File: src/rtl/slice_scheduler.sv
// slice_scheduler
// Frame-level controller for the ProRes slice pipeline. A frame command
// (slice count, blocks per slice) is accepted in IDLE; every slice is then
// issued with a slice_start pulse, walked through the DCT, DC-VLC and AC-VLC
// phases, and offered to the bitstream packer with a valid/ready handshake.
//
// Ports:
//   clock            system clock, rising edge
//   reset_n          asynchronous active-low reset
//   frame_start      one-cycle frame command pulse, sampled only in IDLE
//   slices_per_frame slice count, latched on an accepted frame_start
//   block_num_in     blocks per slice, latched on an accepted frame_start
//   abort            synchronous abort back to IDLE
//   pack_ready       packer can accept a slice
//   block_num        latched block count, driven to the per-slice sequencer
//   slice_start      one-cycle pulse per slice
//   slice_index      0-based index of the current slice
//   dct_active       DCT phase in progress
//   dc_active        DC-VLC phase in progress
//   ac_active        AC-VLC phase in progress
//   slice_valid      finished slice offered to the packer
//   frame_done       one-cycle pulse after the last slice handshake
//   busy             controller is not IDLE
//   cfg_error        one-cycle pulse on a rejected frame command
module slice_scheduler #(
  parameter int unsigned DCT_TIME    = 12,
  parameter int unsigned DC_VLC_TIME = 44,
  parameter int unsigned AC_TAIL     = 6
) (
  input  logic        clock,
  input  logic        reset_n,
  input  logic        frame_start,
  input  logic [15:0] slices_per_frame,
  input  logic [31:0] block_num_in,
  input  logic        abort,
  input  logic        pack_ready,
  output logic [31:0] block_num,
  output logic        slice_start,
  output logic [15:0] slice_index,
  output logic        dct_active,
  output logic        dc_active,
  output logic        ac_active,
  output logic        slice_valid,
  output logic        frame_done,
  output logic        busy,
  output logic        cfg_error
);

  typedef enum logic [2:0] {
    S_IDLE,
    S_START,
    S_DCT,
    S_DCVLC,
    S_ACVLC,
    S_HANDOFF
  } state_t;

  state_t      r_state;
  logic [31:0] r_cnt;
  logic [31:0] r_block_num;
  logic [15:0] r_slices;
  logic [31:0] r_ac_len;
  logic [15:0] r_slice_index;
  logic        r_slice_start;
  logic        r_dct_active;
  logic        r_dc_active;
  logic        r_ac_active;
  logic        r_slice_valid;
  logic        r_frame_done;
  logic        r_busy;
  logic        r_cfg_error;

  state_t      w_next;
  logic        w_idle;
  logic        w_accept;
  logic        w_empty_frame;
  logic        w_bad_cfg;
  logic        w_handshake;
  logic        w_last_slice;
  logic        w_in_phase;
  logic [31:0] w_dct_len;
  logic [31:0] w_ac_len_in;

  // 63*n + tail, computed as (n<<6)-n so it wraps exactly like the 32-bit datapath
  assign w_ac_len_in = (block_num_in << 6) - block_num_in + 32'(AC_TAIL);
  assign w_dct_len   = 32'(DCT_TIME) + r_block_num;

  always_comb begin
    w_idle        = (r_state == S_IDLE);
    w_bad_cfg     = w_idle && frame_start && !abort && (block_num_in == '0);
    w_empty_frame = w_idle && frame_start && !abort && (block_num_in != '0) &&
                    (slices_per_frame == '0);
    w_accept      = w_idle && frame_start && !abort && (block_num_in != '0) &&
                    (slices_per_frame != '0);
    w_handshake   = (r_state == S_HANDOFF) && pack_ready;
    w_last_slice  = (r_slice_index == (r_slices - 16'd1));
    w_in_phase    = (r_state == S_DCT) || (r_state == S_DCVLC) || (r_state == S_ACVLC);

    w_next = r_state;
    case (r_state)
      S_IDLE:    if (w_accept) w_next = S_START;
      S_START:   w_next = S_DCT;
      S_DCT:     if (r_cnt == w_dct_len - 32'd1) w_next = S_DCVLC;
      S_DCVLC:   if (r_cnt == 32'(DC_VLC_TIME) - 32'd1) w_next = S_ACVLC;
      S_ACVLC:   if (r_cnt == r_ac_len - 32'd1) w_next = S_HANDOFF;
      S_HANDOFF: if (w_handshake) w_next = w_last_slice ? S_IDLE : S_START;
      default:   w_next = S_IDLE;
    endcase
    if (abort) w_next = S_IDLE;
  end

  always_ff @(posedge clock or negedge reset_n) begin
    if (!reset_n) begin
      r_state       <= S_IDLE;
      r_cnt         <= '0;
      r_block_num   <= '0;
      r_slices      <= '0;
      r_ac_len      <= '0;
      r_slice_index <= '0;
      r_slice_start <= 1'b0;
      r_dct_active  <= 1'b0;
      r_dc_active   <= 1'b0;
      r_ac_active   <= 1'b0;
      r_slice_valid <= 1'b0;
      r_frame_done  <= 1'b0;
      r_busy        <= 1'b0;
      r_cfg_error   <= 1'b0;
    end else begin
      r_state <= w_next;

      // Counter runs only while staying inside one phase; any transition clears it
      if (w_in_phase && (w_next == r_state)) r_cnt <= r_cnt + 32'd1;
      else                                   r_cnt <= '0;

      if (w_accept) begin
        r_block_num <= block_num_in;
        r_slices    <= slices_per_frame;
        r_ac_len    <= w_ac_len_in;
      end

      if (abort || w_accept)             r_slice_index <= '0;
      else if (w_handshake)              r_slice_index <= w_last_slice ? '0 : r_slice_index + 16'd1;

      // Flags follow the next state so they rise in the cycle the state is entered
      r_slice_start <= (w_next == S_START);
      r_dct_active  <= (w_next == S_DCT);
      r_dc_active   <= (w_next == S_DCVLC);
      r_ac_active   <= (w_next == S_ACVLC);
      r_slice_valid <= (w_next == S_HANDOFF);
      r_busy        <= (w_next != S_IDLE);
      r_frame_done  <= !abort && ((w_handshake && w_last_slice) || w_empty_frame);
      r_cfg_error   <= w_bad_cfg;
    end
  end

  assign block_num   = r_block_num;
  assign slice_start = r_slice_start;
  assign slice_index = r_slice_index;
  assign dct_active  = r_dct_active;
  assign dc_active   = r_dc_active;
  assign ac_active   = r_ac_active;
  assign slice_valid = r_slice_valid;
  assign frame_done  = r_frame_done;
  assign busy        = r_busy;
  assign cfg_error   = r_cfg_error;

endmodule

File: config.mk
export PLATFORM = sky130hd
export DESIGN_NAME = slice_scheduler
export DESIGN_NICKNAME = d
export VERILOG_FILES = /design/src/rtl/slice_scheduler.sv
export SDC_FILE = /design/constraint.sdc
export NUM_CORES = 1
export LEC_CHECK = 0
export CAP_MARGIN = 10
export CORE_ASPECT_RATIO = 1.2
export CORE_UTILIZATION = 30
export CTS_CLUSTER_DIAMETER = 200
export DETAILED_ROUTE_END_ITERATION = 10
export PLACE_DENSITY = 0.53
export REMOVE_ABC_BUFFERS = 1
export SETUP_SLACK_MARGIN = 0.3
export SYNTH_ARGS = -nofsm -noshare
export SYNTH_HDL_FRONTEND = slang
export SYNTH_SLANG_ARGS = --single-unit
File: constraint.sdc
create_clock -name clock -period 7.3 [get_ports clock]
set_input_delay 1.825 -clock clock [delete_from_list [all_inputs] [get_ports clock]]
set_output_delay 1.825 -clock clock [all_outputs]
set_load 0.005 [all_outputs]
==> results of run 1 <==
synth_stat cells, types with 12 or more instances:
cell,instances,share of area (%)
ha_1,32,4.0
or3_1,13,0.82
clkbuf_1,47,1.8
nor3_1,33,1.7
xor2_1,88,7.8
nor2_1,101,3.8
dfrtp_1,138,35
a21oi_1,41,2.1
xnor2_1,94,8.3
nand4_1,23,1.5
mux2_2,23,2.6
nor4_1,34,2.1
nand3_1,43,2.2
and3_1,16,1.0
o21ai_0,83,4.2
a21o_1,12,0.91
nand2_1,122,4.6
nand2b_1,12,0.76
inv_1,50,1.9
worst max-delay path, cell delays in order:
cell and delay (ns):
clkdlybuf4s50_1 0.51, nor3_1 0.75, nand4_1 0.43, o211ai_1 0.48, buf_4 0.87, mux2_2 0.42
final timing paths:
path | end | depth (start not counted) | slack, ns
setup / recovery | block_num[4] | 6 | 2.29
hold / removal | r_ac_len[31] | 2 | 0.53
setup reg to reg | r_cnt[8] | 11 | 3.10
hold reg to reg | r_ac_len[31] | 2 | 0.53
max in group asynchronous | r_ac_len[28] | 2 | 4.52
min in group asynchronous | slice_index[6] | 1 | 1.42
area by class of cell:
| class | instances | area (um2) | share of cell area [%] |
|---|---|---|---|
| multi-input cells | 918 | 6010 | 50.4 |
| well taps | 407 | 509 | 4.27 |
| clock buffers | 17 | 425 | 3.57 |
| flip-flops and latches | 138 | 3450 | 29.0 |
| clock inverters | 15 | 213 | 1.79 |
| inverters | 50 | 188 | 1.58 |
| repair buffers | 113 | 1120 | 9.40 |
per-stage QoR:
step                instances  worst slack [ns]  TNS [ns]  total power [mW]
floorplan                1106             -1.09    -43.61              1.44
global placement         1626              1.79         0              1.72
detailed placement       1626              1.84         0              1.73
CTS                      1658              2.29         0              2.70
global route             1658              2.08         0              2.83
finish                   1658              2.29         0              2.67
cells by family (layout without fill, tap and decap cells):
kind of cell	Yosys count	count (layout)
flip-flops	138	138
XOR/XNOR	182	182
AND/OR/NAND/NOR	467	467
multiplexers	24	24
adder cells (fa/ha/maj)	32	32
AO/OA/AOI/OAI	213	213
buffers and inverters	108	195
registers in the layout, summed over array words and instances, names as in the netlist, 3 cells and up:
name / flops
block_num: 32
r_cnt: 32
r_ac_len: 31
r_slices: 16
slice_index: 16
r_state: 3
per-layer routing:
metal / wire (um) / share of wire, %
met4: 801 / 2.8
met1: 13000 / 45
met2: 14200 / 49
met5: 0 / 0
met3: 1060 / 3.7
power by group through the flow:
stage | combinational [mW] | clock (mW) | sequential, mW
after CTS | 0.691 | 0.980 | 1.03
final | 0.685 | 0.954 | 1.03
after global routing | 0.769 | 1.01 | 1.05
after global placement | 0.680 | 0 | 1.04
after floorplan | 0.461 | 0 | 0.983
after detailed placement | 0.686 | 0 | 1.04
==> results.ini, run 1 <==
[run_status]
status=complete, no violations

[routing]
first_pass_iters=5
vias_per_cell=5.20
drc=0
first_iter_violations=433
wl_per_cell_um=17.5
routed_wl_mm=29.0
vias=8617
ant_nets=0

[clock_tree]
clk_path_buf_depth=2
cts_setup_buffers=0
clk_pin_slew_ns=0.06
clk_latency_ns=0.43
tritoncts=built
numCtsBuffers=17
clkSinkCount=138
holdBufCountCts=0
cts_resized=0
cts.htree.levels=4
root_buffer=clkbuf_16

[yosys]
seq_area_frac_synth_pct=34.9
ys_ff_latch=138
ys.flop_type=dfrtp_1
synthXorXnorAreaFrac_pct=16.1
synthMuxAreaShare_pct=2.72
synthArstFlopShare_pct=100
synth_top_family_by_area=simple AND/OR/NAND/NOR gates
synth_compound_area_share_pct=13.5
yosys.area_share.adder_pct=4.04
syn_avg_cell_area_um2=8.50
syn_area_um2=9900
synth_edf_count=0
synth.distinct_cells=73
synth-simple-area-share_pct=24.3
synth_cells=1164
yosysWarnings=0

[layout]
drive_gt1_share_pct=6.24
area.growth.synth_to_final_pct=20.3
diodes=0
nets=1323
final_util_pct=36.8
mostFrequentLayoutCells=138 x dfrtp_1, 122 x nand2_1, 107 x clkdlybuf4s50_1
nFillCells=3344
final_common_cell=dfrtp_1
stdcell_area_um2=11900

[floorplan]
fp-row-count=72
design.core.area_um2=32300
ios=109
die_w_um=168
start_util_pct=30.6
fp.dieArea_um2=33700
die_h_um=201

[global_routing]
use_met3_pct=2.66
antenna_found_initial=0
first_global_vias=8750
grt_max_degree=121
grt_pass1_wl_mm=47.1
grtUsageTotal_pct=17.9
grt_busiest_layer=met2
met2_usage_pct=31.0
grt_overflow=0
grt_util_met1_pct=22.3

[sta]
period_needed_ns=5.01
skew_ns=0.0109
fin_crit_sh_pct=68.6
fmax_mhz=200
holdWs_ns=0.532
relSlewSlack_pct=31.7
setup_viol=0
final_hold_viol_count=0
rsz0062_at_grt=no
slew_viol_final=0
tightest_slew_ns=1.02

[pwr]
intPower_mw=1.78
power_density_nw_per_um2=224
p_seq_share_pct=38.6
clockPowerShare_pct=35.8
power_frac_comb_pct=25.7
p_leak_nw=4.80
p_sw_mw=0.891
switching_share_pct=33.4
vdd_ir_drop_max_mv=0.131

[setup_path]
r2r-start=block_num[0]
crit_start=block_num_in[4]
cp-end-kind=flip-flop
worst_ep_required_time_ns=7.61
critPathMaxFanout=120
arrival_ns=5.32
path_class=input port to flip-flop
critPathLaunchType=input port

[hold_path]
min-delay-start=r_ac_len[31]
hold_path.class=flip-flop to flip-flop

[run]
maxCapViolCount=0

[placement]
place_area_um2=11300
gp_congestion=0.879
post-dp-hpwl_mm=22.5
numPortBuffers=108

Note: power is estimated with default switching activity, not from simulation.
==> inputs of run 2 (changes only) <==
--- a/config.mk
+++ b/config.mk
@@ -10,7 +10,7 @@
 export CORE_UTILIZATION = 30
 export CTS_CLUSTER_DIAMETER = 200
 export DETAILED_ROUTE_END_ITERATION = 10
-export PLACE_DENSITY = 0.53
+export PLACE_DENSITY = 0.55
 export REMOVE_ABC_BUFFERS = 1
 export SETUP_SLACK_MARGIN = 0.3
 export SYNTH_ARGS = -nofsm -noshare
==> constraint.sdc (replaced) <==
create_clock -name clock -period 4.4 [get_ports clock]
set_input_delay 1.1 -clock clock [delete_from_list [all_inputs] [get_ports clock]]
set_output_delay 1.1 -clock clock [all_outputs]
set_load 0.005 [all_outputs]
==> results.ini, run 2 (synthesis gave the netlist of run 1 again) <==
[run_status]
status=complete, no violations

[setup_path]
arrival_ns=4.14  ; -1.18 ns
crit_path_frequent_cell=o21ai_0
critPathLaunchType=input port
path_class=input port to flip-flop
worst_ep_required_time_ns=4.70  ; -2.91 ns
critPathSlowestCell=clkdlybuf4s50_1
max_stage_delay_ns=0.57  ; -0.30 ns
critPathMaxFanout=5  ; -96%
path_cells=clkdlybuf4s50_1, inv_1, ha_1, and3_1, a221o_1, a32oi_1, o21ai_0, o41ai_1, buf_4, o21ai_0, a21oi_1, xor2_1, o21ai_0
cp-end-kind=flip-flop

[pwr]
total_power_mw=4.33  ; +62%
p_leak_nw=4.86  ; +1.3%
vdd_ir_drop_max_mv=0.244  ; +87%
power_density_nw_per_um2=360  ; +61%

[floorplan]
design.core.area_um2=32300  ; unchanged
die_h_um=201  ; unchanged
ios=109  ; unchanged
fp-row-count=72  ; unchanged
fp.dieArea_um2=33700  ; unchanged
start_util_pct=30.6  ; unchanged
die_w_um=168  ; unchanged

[routing]
ant_nets=0  ; unchanged
first_iter_violations=448  ; +3.5%
drc=0  ; unchanged
top_layer=met4
wl_met1_mm=12.8  ; -1.1%
routed_wl_mm=28.9  ; -0.25%
vias=8650  ; +0.38%
wl_per_cell_um=17.3  ; -1.0%
wl_met2_mm=14.2  ; about the same
wl_met3_mm=1.28  ; +20%
vias_per_cell=5.18  ; -0.40%
first_pass_iters=6  ; +1

[global_routing]
grt_overflow=0  ; unchanged
antenna_found_initial=0  ; unchanged
grt_max_degree=71  ; -41%
grtUsageTotal_pct=17.8  ; -0.096 points
grt_pass1_wl_mm=47.2  ; +0.18%
first_global_vias=8729  ; -0.24%

[clock_tree]
cts_resized=0  ; unchanged
holdBufCountCts=0  ; unchanged
clk_pin_slew_ns=0.06  ; about the same
clkSinkCount=138  ; unchanged
root_buffer=clkbuf_16
tritoncts=built
cts.htree.levels=4  ; unchanged
clk_path_buf_depth=2  ; unchanged
cts_setup_buffers=0  ; unchanged
clk_latency_ns=0.43  ; about the same
numCtsBuffers=17  ; unchanged

[layout]
final_common_cell=dfrtp_1
drive_gt1_share_pct=7.20  ; +0.96 points
nets=1337  ; +1.1%
mostFrequentLayoutCells=138 x dfrtp_1, 122 x nand2_1, 107 x clkdlybuf4s50_1
area.growth.synth_to_final_pct=21.5
diodes=0  ; unchanged
final_cells=1671  ; +0.78%

[sta]
skew_ns=0.0128  ; +0.00185 ns
final_hold_viol_count=0  ; unchanged
tightest_slew_ns=0.773  ; -0.251 ns
setup_viol=0  ; unchanged
fin_crit_sh_pct=87.3
relSlewSlack_pct=48.0  ; +16 points
slew_viol_final=0  ; unchanged
fmax_mhz=260
period_needed_ns=3.84
rsz0062_at_grt=no
holdWs_ns=0.526  ; -0.00584 ns

[run]
maxCapViolCount=0  ; unchanged

[placement]
numPortBuffers=108  ; unchanged
dpl.cell_count=1640  ; +0.86%
gp_congestion=0.891  ; +1.3%
post-dp-hpwl_mm=22.5  ; -0.33%

[hold_path]
hold_path.class=flip-flop to flip-flop

run 2: cell count changes in the layout (fill, tap and decap cells not counted):
cell        change
clkinv_4        -1
inv_8           -1
clkinvlp_4      +3
bufinv_16       -1
clkinv_2        +1
buf_4          +10
inv_6           -2
buf_12          +4
run 2: power by group:
group / internal [mW] / switching (mW)
clock network: 0.890 / 0.583
logic: 0.582 / 0.575
registers: 1.42 / 0.278
total: 2.90 / 1.44
run 2: final timing paths:
kind	start	end	slack, ns	cells after the start
setup / recovery	block_num_in[18]	r_ac_len[30]	0.56	13
hold / removal	r_cnt[0]	r_cnt[0]	0.53	1
setup reg to reg	block_num[7]	r_cnt[7]	0.69	10
hold reg to reg	r_cnt[0]	r_cnt[0]	0.53	1
max in group asynchronous	reset_n	r_ac_len[25]	2.89	2
min in group asynchronous	reset_n	r_slices[3]	0.69	1
run 2: final cells by class:
class	count	area (um2)
fill	3304	20300
multi-input combinational	918	6010
sequential	138	3450
timing repair buffer	127	1270
tap	407	509
clock buffer	17	425
inverter	50	188
clock inverter	14	173
run 2: per-stage QoR:
stage | utilization (%) | area, um2 | setup TNS, ns | worst slack [ns]
5_1_grt | 37.2 | 12000 | 0 | 0.360
3_5_place_dp | 35.3 | 11400 | 0 | 0.196
6_report | 37.2 | 12000 | 0 | 0.557
4_1_cts | 37.2 | 12000 | 0 | 0.625
3_3_place_gp | 35.3 | 11400 | 0 | 0.209
2_1_floorplan | - | 9650 | -265.46 | -3.26
run 2: critical path, delay by kind of cell:
family / cells / cell delay (ns)
buffers and inverters: 3 / 0.84
XOR/XNOR: 1 / 0.17
adder cells (fa/ha/maj): 1 / 0.35
AO/OA/AOI/OAI: 7 / 1.43
AND/OR/NAND/NOR: 1 / 0.25
run 2: layer usage:
metal | GRT usage (%) | vias to the layer above
met1 | 22.6 | 4081
met2 | 30.8 | 251
met5 | 0 | -
met4 | 5.60 | 0
met3 | 2.64 | 39
li1 | - | 4279
==> inputs of run 3 (changes only) <==
--- a/config.mk
+++ b/config.mk
@@ -6,7 +6,7 @@
 export NUM_CORES = 1
 export LEC_CHECK = 0
 export CAP_MARGIN = 10
-export CORE_ASPECT_RATIO = 1.2
+export CORE_ASPECT_RATIO = 1.4
 export CORE_UTILIZATION = 30
 export CTS_CLUSTER_DIAMETER = 200
 export DETAILED_ROUTE_END_ITERATION = 10
==> results.ini, run 3 (synthesis gave the netlist of run 1 again) <==
[run_status]
status=complete, no violations

[clock_tree]
cts_resized=0  ; unchanged
clk_latency_ns=0.42  ; about the same
tritoncts=built
cts.htree.levels=4  ; unchanged
clk_path_buf_depth=2  ; unchanged
clk_pin_slew_ns=0.06  ; about the same
clkSinkCount=138  ; unchanged
root_buffer=clkbuf_16
cts_setup_buffers=0  ; unchanged
holdBufCountCts=0  ; unchanged
numCtsBuffers=17  ; unchanged

[global_routing]
grtUsageTotal_pct=18.1  ; +0.30 points
grt_overflow=0  ; unchanged
first_global_vias=8738  ; +0.10%
grt_pass1_wl_mm=47.1  ; -0.22%
grt_max_degree=73  ; +2.8%
antenna_found_initial=0  ; unchanged

[layout]
diodes=0  ; unchanged
area.growth.synth_to_final_pct=22.2
nFillCells=3406  ; +3.1%
drive_gt1_share_pct=7.56  ; +0.36 points
nets=1343  ; +0.45%
mostFrequentLayoutCells=138 x dfrtp_1, 122 x nand2_1, 107 x clkdlybuf4s50_1
final_cells=1710  ; +2.3%
final_common_cell=dfrtp_1

[floorplan]
design.core.area_um2=32400  ; +0.19%
fp-row-count=78  ; +8.3%
fp.dieArea_um2=33700  ; about the same
die_w_um=156  ; -7.3%
start_util_pct=30.6  ; -0.057 points
ios=109  ; unchanged
die_h_um=217  ; +7.9%

[pwr]
vdd_ir_drop_max_mv=0.200  ; -18%
total_power_mw=4.36  ; +0.60%
p_leak_nw=4.89  ; +0.53%
power_density_nw_per_um2=360  ; about the same

[sta]
tightest_slew_ns=0.778  ; +0.00534 ns
relSlewSlack_pct=47.7  ; -0.36 points
rsz0062_at_grt=no
fmax_mhz=262  ; +0.63%
skew_ns=0.00827  ; -0.00451 ns
fin_crit_sh_pct=86.8  ; -0.55 points
final_hold_viol_count=0  ; unchanged
period_needed_ns=3.82  ; -0.0241 ns
setup_viol=0  ; unchanged
slew_viol_final=0  ; unchanged

[placement]
post-dp-hpwl_mm=23.4  ; +4.2%
dpl.cell_count=1679  ; +2.4%
gp_congestion=0.867  ; -2.6%
numPortBuffers=108  ; unchanged

[routing]
ant_nets=0  ; unchanged
first_iter_violations=359  ; -20%
wl_per_cell_um=17.4  ; +0.19%
first_pass_iters=4  ; -2
vias_per_cell=5.09  ; -1.7%
vias=8697  ; +0.54%
routed_wl_mm=29.7  ; +2.5%
drc=0  ; unchanged

[setup_path]
worst_ep_required_time_ns=4.71  ; about the same
arrival_ns=4.13  ; about the same
critPathMaxFanout=5  ; unchanged
cp-end-kind=flip-flop
critPathLaunchType=input port
path_class=input port to flip-flop

[run]
maxCapViolCount=0  ; unchanged

[hold_path]
hold_path.class=flip-flop to flip-flop

run 3: cell types whose count changed in the layout (fill, tap and decap cells not counted), moves of 2 or more:
cell,before,now
buf_4,15,23
buf_12,4,2
clkbuf_8,0,2
clkinvlp_4,5,3
run 3: worst max-delay path, cell delays in order:
cell             delay, ns
clkdlybuf4s50_1       0.53
inv_1                 0.09
ha_1                  0.35
and3_1                0.25
a221o_1               0.40
a32oi_1               0.17
o21ai_0               0.20
o41ai_1               0.32
buf_4                 0.19
o21bai_1              0.06
a21oi_1               0.20
xor2_1                0.18
o21ai_0               0.09
run 3: power breakdown:
group | internal [mW] | leakage [nW] | switching (mW) | total [mW]
clock network | 0.917 | 0.288 | 0.569 | 1.49
registers | 1.42 | 1.79 | 0.278 | 1.70
logic | 0.585 | 2.81 | 0.584 | 1.17
total | 2.93 | 4.89 | 1.43 | 4.36
run 3: cell type report:
type                            instances  area [um2]  area share [%]
Sequential cell                       138        3450            28.6
Clock buffer                           20         457            3.78
Timing Repair Buffer                  133        1290            10.7
Tap cell                              440         551            4.55
Clock inverter                         11         145            1.20
Multi-Input combinational cell        918        6010            49.7
Inverter                               50         188            1.55
run 3: final timing paths:
kind	depth (start not counted)	end	startpoint	slack (ns)
worst max-delay path	13	r_ac_len[28]	block_num_in[18]	0.58
worst min-delay path	1	r_slices[15]	r_slices[15]	0.53
worst max register to register	10	r_cnt[11]	block_num[0]	0.63
max in group asynchronous	2	r_cnt[18]	reset_n	2.92
worst min register to register	1	r_slices[15]	r_slices[15]	0.53
min in group asynchronous	1	r_cnt[0]	reset_n	0.66
run 3: layer usage:
layer | up-vias | GRT usage [%] | share of wire [%]
li1 | 4287 | - | -
met1 | 4161 | 20.8 | 41
met2 | 191 | 32.5 | 51
met3 | 58 | 2.27 | 3.0
met4 | 0 | 9.41 | 4.2
met5 | - | 0 | 0
run 3: per-stage QoR:
stage / area [um2] / setup slack (ns) / hold WS, ns / util, % / TNS [ns]
3_5_place_dp: 11500 / 0.252 / 0.528 / 35.5 / 0
4_1_cts: 12100 / 0.653 / 0.538 / 37.3 / 0
3_3_place_gp: 11500 / 0.265 / 0.519 / 35.5 / 0
5_1_grt: 12100 / 0.307 / 0.555 / 37.3 / 0
6_report: 12100 / 0.581 / 0.532 / 37.3 / 0
2_1_floorplan: 9650 / -3.26 / 0.470 / - / -265.46
==> RTL edit 1, RTL diff (config.mk and constraints of run 3) <==
Compare `r_cnt` against `32'(DC_VLC_TIME) - 32'd1` with >= in place of ==.
--- a/src/rtl/slice_scheduler.sv
+++ b/src/rtl/slice_scheduler.sv
@@ -102,5 +102,5 @@
       S_START:   w_next = S_DCT;
       S_DCT:     if (r_cnt == w_dct_len - 32'd1) w_next = S_DCVLC;
-      S_DCVLC:   if (r_cnt == 32'(DC_VLC_TIME) - 32'd1) w_next = S_ACVLC;
+      S_DCVLC:   if (r_cnt >= 32'(DC_VLC_TIME) - 32'd1) w_next = S_ACVLC;
       S_ACVLC:   if (r_cnt == r_ac_len - 32'd1) w_next = S_HANDOFF;
       S_HANDOFF: if (w_handshake) w_next = w_last_slice ? S_IDLE : S_START;
Behaviour: same outputs for any inputs over 10 cycles, from zero or initial values and one cycle with reset_n low; that may be too few to reach the edited logic, so the function may still have changed.
==> RTL edit 1 against run 3 <==
  * Setup slack lost 0.14 ns
  * Non-clock buffer count fell by 1
  * Synthesized area is 4.6% higher
  * Design area up 2.9%
  * Combinational power is 5% higher
  * Total power is 3.1% higher
  * Sequential cell count unchanged
  * Via count grew 6.2%
  * Routed wire length increased by 8.1%
  * Final cell count up 4.7%
  * Global-route usage up 0.41 points
  * Critical path type is now reg -> reg
  * Largest power group unchanged
  * Highest routed layer unchanged
==> RTL edit 1: results (changes against run 3) <==
[metrics] Detailed Route Iter0 Violations: 481 (+34%)
[metrics] fraction of synthesized area in multiplexers: 1.00% (-1.7 points)
[metrics] fraction of cell area in non-clock buffers: 10.5% (-0.19 points)
[metrics] final-stage net count: 1413 (+5.2%)
[metrics] post-DR wirelength/cell: 17.9 um (+3.3%)
[metrics] clock network area share: 4.94% (-0.040 points)
[metrics] share of the final layout cell area in sequential cells: 27.8% (-0.79 points)
[metrics] run status: completed
[metrics] power dissipated by switching net loads: 0.00153 W (+6.6%)
[metrics] pin count of the biggest net entering global routing: 79 (+8.2%)
[metrics] peak ir drop on the vdd network: 225 uV (+12%)
[metrics] worst clock skew: 0.0136 ns (+0.00532 ns)
[metrics] maximum single-stage delay on the critical path: 0.67 ns (+0.14 ns)
[metrics] highest fanout seen on the critical path: 8 (+3)
[metrics] number of distinct library cells after synthesis: 92 (+26%)
[metrics] First-pass DRT Iterations: 7 (+3)
[metrics] arithmetic-cell share of the synthesized area counting full adders, half adders and majority gates: 3.87% (-0.18 points)
[metrics] non-clock inverter count in the final layout: 54 (+8.0%)
[metrics] commonest cells in the netlist: 181 x nand2_1, 138 x dfrtp_1, 98 x nor2_1
[metrics] arrival time at the worst endpoint: 4.27 ns (+0.14 ns)
[metrics] Core Footprint: 34000 um2 (+5.0%)
[metrics] GRT Util Overall: 18.5% (+0.41 points)
[metrics] leak pwr: 5.08 nW (+4.1%)
[metrics] vias in the first global route: 9038 (+3.4%)
[metrics] sum of net half-perimeters after detailed placement: 24700 um (+5.7%)
[metrics] routability-driven placement congestion ratio: 0.906 (+4.5%)
[metrics] minimum setup slack after placement: -0.0756 ns (-0.327 ns)
[metrics] Critical path origin: r_ac_len[4]$_DFFE_PN0P_
[metrics] worst relative slew slack: 49.6% (+1.9 points)
[metrics] hold-critical path depth: 2 (+1)
[metrics] Multi-In Gates: 985 (+7.3%)
[metrics] cell types occupying the most area after synthesis: dfrtp_1 33%, xor2_1 7.6%, xnor2_1 7.4%
[metrics] fraction of synthesized cell area in xor and xnor cells: 15.1% (-1.1 points)
## RTL edit 1: per-layer routing
metal	share of wire (%)	global-route usage (%)	vias up	wire length, um
met4	4.1	8.72	0	1310
met2	51	33.2	218	16400
met5	0	0	-	0
li1	-	-	4553	-
met1	42	21.8	4414	13400
met3	3.1	2.26	55	995
## RTL edit 1: path summary, 6_finish.rpt
kind / slack, ns / to
setup / recovery: 0.44 / r_cnt[27]$_DFF_PN0_
hold / removal: 0.52 / r_slices[15]$_DFFE_PN0P_
setup reg to reg: 0.44 / r_cnt[27]$_DFF_PN0_
hold reg to reg: 0.52 / r_slices[15]$_DFFE_PN0P_
max in group asynchronous: 2.87 / block_num[20]$_DFFE_PN0P_
min in group asynchronous: 0.71 / r_slices[1]$_DFFE_PN0P_
## RTL edit 1: stage by stage
stage	TNS, ns	cells	utilization [%]	instance area [um2]
detailed placement	-0.0756	1757	34.6	11800
global placement	0	1757	34.6	11800
CTS	0	1787	36.4	12400
global route	0	1790	36.6	12400
floorplan	-273.86	1177	-	9940
finish	0	1790	36.6	12400
## RTL edit 1: power by group through the flow
| stage | clock (W) | combinational, W | sequential [W] |
|---|---|---|---|
| floorplan | 0 | 0.000807 | 0.00164 |
| global placement | 0 | 0.00121 | 0.00174 |
| detailed placement | 0 | 0.00122 | 0.00175 |
| CTS | 0.00157 | 0.00123 | 0.00172 |
| global route | 0.00163 | 0.00137 | 0.00176 |
| finish | 0.00154 | 0.00123 | 0.00173 |
## RTL edit 1: timing repair
item                       CTS  global route
setup buffers                0             1
setup endpoints to repair    0            31
resized for setup            0             5
## RTL edit 1: worst min-delay path, cell delays in order, from the launching register on
cell,delay (ns)
dfrtp_1,0.37
nand2_1,0.06
nand2_1,0.06
==> RTL edit 2, RTL diff (flow settings as in run 3) <==
Without the edit above. Change the parameter `DC_VLC_TIME` from 44 to 43.
--- a/src/rtl/slice_scheduler.sv
+++ b/src/rtl/slice_scheduler.sv
@@ -25,5 +25,5 @@
 module slice_scheduler #(
   parameter int unsigned DCT_TIME    = 12,
-  parameter int unsigned DC_VLC_TIME = 44,
+  parameter int unsigned DC_VLC_TIME = 43,
   parameter int unsigned AC_TAIL     = 6
 ) (
Check against the original RTL: no difference found for any inputs over 4 cycles, from zero or initial values and one cycle with reset_n low; that may be too few to reach the edited logic, so the function may still have changed.
==> RTL edit 2 against run 3 <==
  * Sequential cell count did not move
  * Non-clock buffer count stayed put
  * Synthesized area increased by 6.1%
  * Routed wire length grew 8.5%
  * Sequential power is 4% higher
  * Maximum frequency down 0.54%
  * Sequential share of layout area fell by 1.3 points
  * Total power increased by 5.8%
  * Via count grew 9.0%
  * Design area is 4.9% higher
  * Setup slack got worse by 0.021 ns
  * Critical path type unchanged
  * Largest cell class unchanged
  * Highest routed layer unchanged
==> RTL edit 2: results (changes against run 3) <==
[metrics] global routing usage on met2: 33.5% (+1.0 points)
[metrics] minimum setup slack after placement: -0.0648 ns (-0.317 ns)
[metrics] DR WL met3: 942 um (+5.3%)
[metrics] fill cell instance count of the final layout: 3536 (+3.8%)
[metrics] number of distinct library cells after synthesis: 83 (+14%)
[metrics] endpoint of the worst hold-timing path: r_ac_len[1]$_DFFE_PN0P_
[metrics] Internal: 0.00302 W (+3.3%)
[metrics] fraction of final layout cells with drive strength greater than 1: 9.22% (+1.7 points)
[metrics] GR met3 Demand/Resource: 2.36% (+0.091 points)
[metrics] post-DR wirelength/cell: 18.0 um (+4.0%)
[metrics] worst clock skew: 0.0106 ns (+0.00237 ns)
[metrics] vias in the first global route: 9405 (+7.6%)
[metrics] routed wl met2: 16600 um (+9.0%)
[metrics] FF-to-FF path depth: 12 (+2)
[metrics] pin count of the biggest net entering global routing: 114 (+56%)
[metrics] final-stage net count: 1407 (+4.8%)
[metrics] leak pwr: 5.05 nW (+3.5%)
[metrics] area after detailed placement: 12000 um2 (+4.8%)
[metrics] GRT Util Overall: 18.3% (+0.24 points)
[metrics] Hold Startpoint: r_ac_len[1]$_DFFE_PN0P_
[metrics] run status: completed
[metrics] arithmetic-cell share of the synthesized area counting full adders, half adders and majority gates: 3.93% (-0.11 points)
[metrics] Critical path origin: block_num_in[6]
[metrics] count of placed standard cells in the final layout, fillers left out: 1785 (+4.4%)
[metrics] cell types occupying the most area after synthesis: dfrtp_1 33%, xnor2_1 7.5%, xor2_1 6.3%
[metrics] met1 capacity usage during global routing: 20.7% (-0.10 points)
[metrics] post-synthesis instance total: 1243 (+6.8%)
[metrics] clock-net power: 0.00157 W (+5%)
[metrics] sequential-to-total area share from yosys stat: 32.9% (-2.0 points)
[metrics] routability-driven placement congestion ratio: 0.904 (+4.3%)
[metrics] Detailed Route Iter0 Violations: 406 (+13%)
[metrics] total power: 0.00461 W (+5.8%)
[metrics] minimum hold slack: 0.559 ns (+0.0262 ns)
[metrics] sum of net half-perimeters after detailed placement: 25000 um (+6.8%)
[metrics] peak ir drop on the vdd network: 185 uV (-7.4%)
[metrics] endpoint of the lowest-slack register-to-register path: r_cnt[2]$_DFF_PN0_
[metrics] highest fanout seen on the critical path: 3 (-2)
[metrics] arrival time at the worst endpoint: 4.14 ns (about the same)
[metrics] slack of the worst reg-to-reg path: 0.58 ns (-0.05 ns)
[metrics] fraction of synthesized cell area in xor and xnor cells: 13.8% (-2.3 points)
[metrics] vias: 9476 (+9.0%)
[metrics] worst relative slew slack: 48.4% (+0.73 points)
RTL edit 2: changes by cell type in the layout (fill, tap and decap cells not counted), sizes merged, moves of 5 or more:
cell	change
nand4	+16
o2111ai	+5
inv	+13
o211ai	-5
a2111oi	+7
a211oi	+10
nor4	+7
nor2b	+5
nand3	-7
nand2b	+8
nand2	-7
nor2	+8
xor2	-12
o21ai	+5
RTL edit 2: layout make-up:
type,instances,share of cell area [%]
timing repair buffer,133,10.2
clock inverter,12,1.48
clock buffer,20,3.52
sequential,138,27.2
tap,451,4.45
multi-input combinational,971,51.4
inverter,60,1.77
RTL edit 2: critical path, stage by stage:
cell             delay (ns)
clkdlybuf4s50_1        0.61
inv_1                  0.11
ha_1                   0.31
nor4b_2                0.18
a2111o_1               0.44
a31o_2                 0.25
a21o_1                 0.21
a2111oi_1              0.39
nor3_1                 0.11
a21oi_1                0.19
xor2_1                 0.15
o21ai_0                0.08
